==> config.mk <==
export PLATFORM = sky130hd
export DESIGN_NAME = timer_prescaler_mc
export DESIGN_NICKNAME = d
export VERILOG_FILES = /design/src/rtl/timer_prescaler_mc.sv
export SDC_FILE = /design/constraint.sdc
export NUM_CORES = 1
export LEC_CHECK = 0
export ABC_AREA = 1
export CORE_MARGIN = 4
export CORE_UTILIZATION = 51
export CTS_CLUSTER_DIAMETER = 150
export DETAILED_ROUTE_END_ITERATION = 10
export PLACE_DENSITY = 0.86
export SETUP_SLACK_MARGIN = 0.2
export SLEW_MARGIN = 20
export SYNTH_ARGS = -nofsm -noshare
export SYNTH_HDL_FRONTEND = slang
export SYNTH_SLANG_ARGS = --single-unit
==> constraint.sdc <==
create_clock -name sysClock -period 2.8 [get_ports sysClock]
set_input_delay 0.42 -clock sysClock [delete_from_list [all_inputs] [get_ports sysClock]]
set_output_delay 0.42 -clock sysClock [all_outputs]
set_load 0.05 [all_outputs]
==> src/rtl/timer_prescaler_mc.sv <==
// Shared prescaler for NUM_CH timer channels, emitting one-cycle count-enable ticks.
// Optional macro PRESC_CLR_ON_CS_EN: a cs change on any channel clears the counter like psr.
module timer_prescaler_mc #(
   parameter int NUM_CH      = 2,
   parameter int PRESC_W     = 10,
   parameter int SYNC_STAGES = 2
) (
   input  logic                  sysClock,
   input  logic                  rst_n,
   input  logic [3*NUM_CH-1:0]   cs,
   input  logic                  psr,
   input  logic [NUM_CH-1:0]     t_pin,
   output logic [NUM_CH-1:0]     tick,
   output logic [PRESC_W-1:0]    presc_cnt
);

   localparam int PRIME_MAX = SYNC_STAGES + 1;
   localparam int PRIME_W   = $clog2(PRIME_MAX + 1);

   logic [PRESC_W-1:0]     cnt_q;
   logic [PRIME_W-1:0]     prime_q;
   logic [SYNC_STAGES-1:0] sync_q [NUM_CH];
   logic [NUM_CH-1:0]      dly_q;
   logic [NUM_CH-1:0]      tick_d;
   logic                   primed;
   logic                   clr;

`ifdef PRESC_CLR_ON_CS_EN
   logic [3*NUM_CH-1:0] cs_hist_q;

   always_ff @(posedge sysClock or negedge rst_n) begin
      if (!rst_n) cs_hist_q <= '0;
      else        cs_hist_q <= cs;
   end

   assign clr = psr | (cs != cs_hist_q);
`else
   assign clr = psr;
`endif

   // External edges are ignored until the synchroniser has flushed its reset zeros.
   assign primed = (prime_q == PRIME_W'(PRIME_MAX));

   always_comb begin
      tick_d = '0;
      for (int i = 0; i < NUM_CH; i++) begin
         case (cs[3*i +: 3])
            3'b000: tick_d[i] = 1'b0;
            3'b001: tick_d[i] = 1'b1;
            3'b010: tick_d[i] = !clr && (cnt_q[2:0] == 3'h7);
            3'b011: tick_d[i] = !clr && (cnt_q[5:0] == 6'h3f);
            3'b100: tick_d[i] = !clr && (cnt_q[7:0] == 8'hff);
            3'b101: tick_d[i] = !clr && (cnt_q[9:0] == 10'h3ff);
            3'b110: tick_d[i] = primed && dly_q[i] && !sync_q[i][SYNC_STAGES-1];
            default: tick_d[i] = primed && !dly_q[i] && sync_q[i][SYNC_STAGES-1];
         endcase
      end
   end

   always_ff @(posedge sysClock or negedge rst_n) begin
      if (!rst_n) begin
         cnt_q   <= '0;
         prime_q <= '0;
         dly_q   <= '0;
         tick    <= '0;
         for (int i = 0; i < NUM_CH; i++) sync_q[i] <= '0;
      end else begin
         cnt_q <= clr ? '0 : cnt_q + PRESC_W'(1);
         if (!primed) prime_q <= prime_q + PRIME_W'(1);
         for (int i = 0; i < NUM_CH; i++) begin
            sync_q[i] <= {sync_q[i][SYNC_STAGES-2:0], t_pin[i]};
            dly_q[i]  <= sync_q[i][SYNC_STAGES-1];
         end
         tick <= tick_d;
      end
   end

   assign presc_cnt = cnt_q;

endmodule

==> key figures <==
Clock network
  – Setup Fix Bufs, Post-CTS: 0
  – Hold_buf cts: 0
  – Clock buffer depth: 2
  – TritonCTS buffer count: 3
  – Post-cts gate resize count: 0
  – CTS tree: yes
  – Clk sinks: 20
  – Number of H-tree levels: 1
  – Clk pin slew, worst setup/hold paths: 0.10 ns
  – Clk Latency, worst-skew pair: approximately 0.29 ns
  – CTS Root Cell: clkbuf_4

Power
  – Peak VDD IR: 0.347 mV
  – Leakage Power: 0.000549 uW
  – Power Density: 417 nW/um2

Setup path
  – Crit path depth: 1
  – Worst path arrival time: ~1.6 ns
  – Crit path kind: reg -> out
  – CP Cell Sequence: clkdlybuf4s50_1
  – Critical Path End Type: output port
  – Setup crit start: presc_cnt[4]
  – Startpoint Class: flop
  – Worst EP required: 2.38 ns
  – CP bufs+invs: 1
  – R2R depth: 8
  – Launch point of the worst reg-to-reg path: presc_cnt[0]
  – CP Max Fanout: 4
  – Max stage delay on crit path: 0.83 ns
  – Highest-delay cell along the critical path: clkdlybuf4s50_1
  – CP delay by family, top: buffers and inverters

Routing
  – First-pass iteration count of the detailed router: 4
  – Final ANT Viol Nets: 0
  – DR vias: 842
  – Final wirelength: 1920 um
  – Vias per std cell: between 5 and 6
  – Residual DRC count: 0
  – Avg WL per Cell: between 10 and 15 um
  – DR iter-0 viols: 38

Die
  – IO Pins: 23
  – Initial core utilization: 0.548
  – Die height: 51.5 um
  – Row count: 15
  – Die ar.: 2650 um2
  – CORE AREA: 1760 um2
  – Die W: about 50 um

STA
  – Post-layout min period: 1.99 ns
  – Worst Skew: 0.00522 ns
  – Final Worst Setup Slack: roughly 0.8 ns
  – Max Slew Vio Count: 0
  – Final setup vio count: 0
  – Fin crit share: 0.709
  – Rel. slew slack: 0.422
  – FMAX: 504 MHz
  – RSZ-0062 raised after global routing: false
  – Final Hold Fails: 0
  – Setup_tns: 0 ns
  – Least-Margin Pin Slew: 0.865 ns

Layout
  – Design area: 1230 um2
  – Ant diodes: 0
  – Final Util: 0.700
  – Share of layout cells above drive strength 1: 0.102
  – Multi-input logic area: 419 um2
  – Sequential Area: around 500 um2
  – Final net count: roughly 150
  – Synth-to-Final Area Change: 27.8%
  – Fillers: 146

Global routing
  – First-pass GRT wire length: 3190 um
  – Pin count of the biggest net entering global routing: 21
  – GRT Residual Overflow: 0
  – Vias in the first global route: 784
  – Antenna violations before repair: 0
  – Total GRT Usage: 0.160

Run status
  – Status: complete, no violations

Placed design
  – Placed cell areas: 1210 um2
  – Detailed Place HPWL: 1510 um
  – Port Buffers: 22
  – Routability congestion estimate: 0.886
  – Post-place setup slack: 1.01 ns

Yosys
  – Synth warn: 0
  – Mapped Cells: 113
  – Synth Area per Inst: 8.55 um2
  – Synth area leader: dfrtp_1
  – Mapped cell area: 966 um2
  – Unique masters post-synth: 20
  – Register area share after synthesis: 0.518
  – #FFs+latches synth: 20
  – Synth top area share: 0.518
  – Synth area leaders: dfrtp_1, nand2_1, nor2_1
  – Syn Nets: roughly 130

Hold path
  – Hold/Removal Path Class: reg -> reg
  – Hold path start: sync_q[2]
  – Hold depth: 0

Job
  – Max-Cap Viols: 0
-- Yosys cell counts, drive strengths merged --
master / n
nand2: 28
nor2: 21
dfrtp: 20
inv: 11
nand3: 7
o21ai: 7
nor3: 4
a21oi: 3
ha: 3
nand4: 2
nor3b: 2
buf: 1
mux2: 1
nor4: 1
xnor2: 1
xor2: 1
-- placed cells by master (no fill, tap or decap), types with 3 or more instances in the layout --
master,count
a21oi_1,3
clkbuf_4,3
clkdlybuf4s50_1,22
dfrtp_1,20
ha_1,3
inv_1,9
nand2_1,24
nand2_2,4
nand3_1,7
nor2_1,17
nor3_1,4
o21ai_0,7
-- layer usage --
metal,part of all wire,global-route usage,up-vias
met1,0.45,0.210,397
met4,0.018,0.0568,0
met5,0,0,-
li1,-,-,417
met2,0.49,0.258,24
met3,0.043,0.0344,4
-- flip-flops by register name, summed over array words and instances, names as in the netlist --
register   cells
sync_q         4
presc_cnt     10
prime_q        2
dly_q          2
tick           2
-- final cells by class --
class,instances,share of cell area
Clock buffer,3,0.0182
Inverter,11,0.0334
Multi-Input combinational cell,81,0.339
Sequential cell,20,0.405
Tap cell,25,0.0253
Timing Repair Buffer,22,0.178
-- power breakdown --
group | total (uW) | switching [uW] | internal (uW)
clock | 131 | 81.0 | 50.1
combinational | 79.1 | 48.5 | 30.6
sequential | 305 | 6.16 | 299
total | 515 | 136 | 380
-- cells by family after synthesis --
family | Yosys count | synth area share
xor gates and xnor gates | 2 | 0.0181
muxes | 1 | 0.0117
adders and majority gates | 3 | 0.0389
buffers and inverters | 12 | 0.0479
AOI/OAI and AO/OA | 10 | 0.0518
DFF | 20 | 0.518
and+or+nand+nor | 65 | 0.313
-- metrics by stage --
| stage | hold WS (ns) | total power, uW | cells |
|---|---|---|---|
| final | 0.365 | 515 | 162 |
| after global routing | 0.387 | 540 | 162 |
| after CTS | 0.374 | 519 | 162 |
| after detailed placement | 0.354 | 391 | 159 |
| after global placement | 0.333 | 388 | 159 |
| after floorplan | 0.124 | 351 | 113 |
-- path summary, 6_finish.rpt --
kind | slack (ns) | end
hold / removal | 0.36 | sync_q[3]
setup reg to reg | 1.39 | tick[1]
hold reg to reg | 0.36 | sync_q[3]
max in group asynchronous | 1.66 | presc_cnt[2]
setup / recovery | 0.81 | presc_cnt[4]
min in group asynchronous | 0.61 | presc_cnt[6]
(Power assumes the default switching activity.)
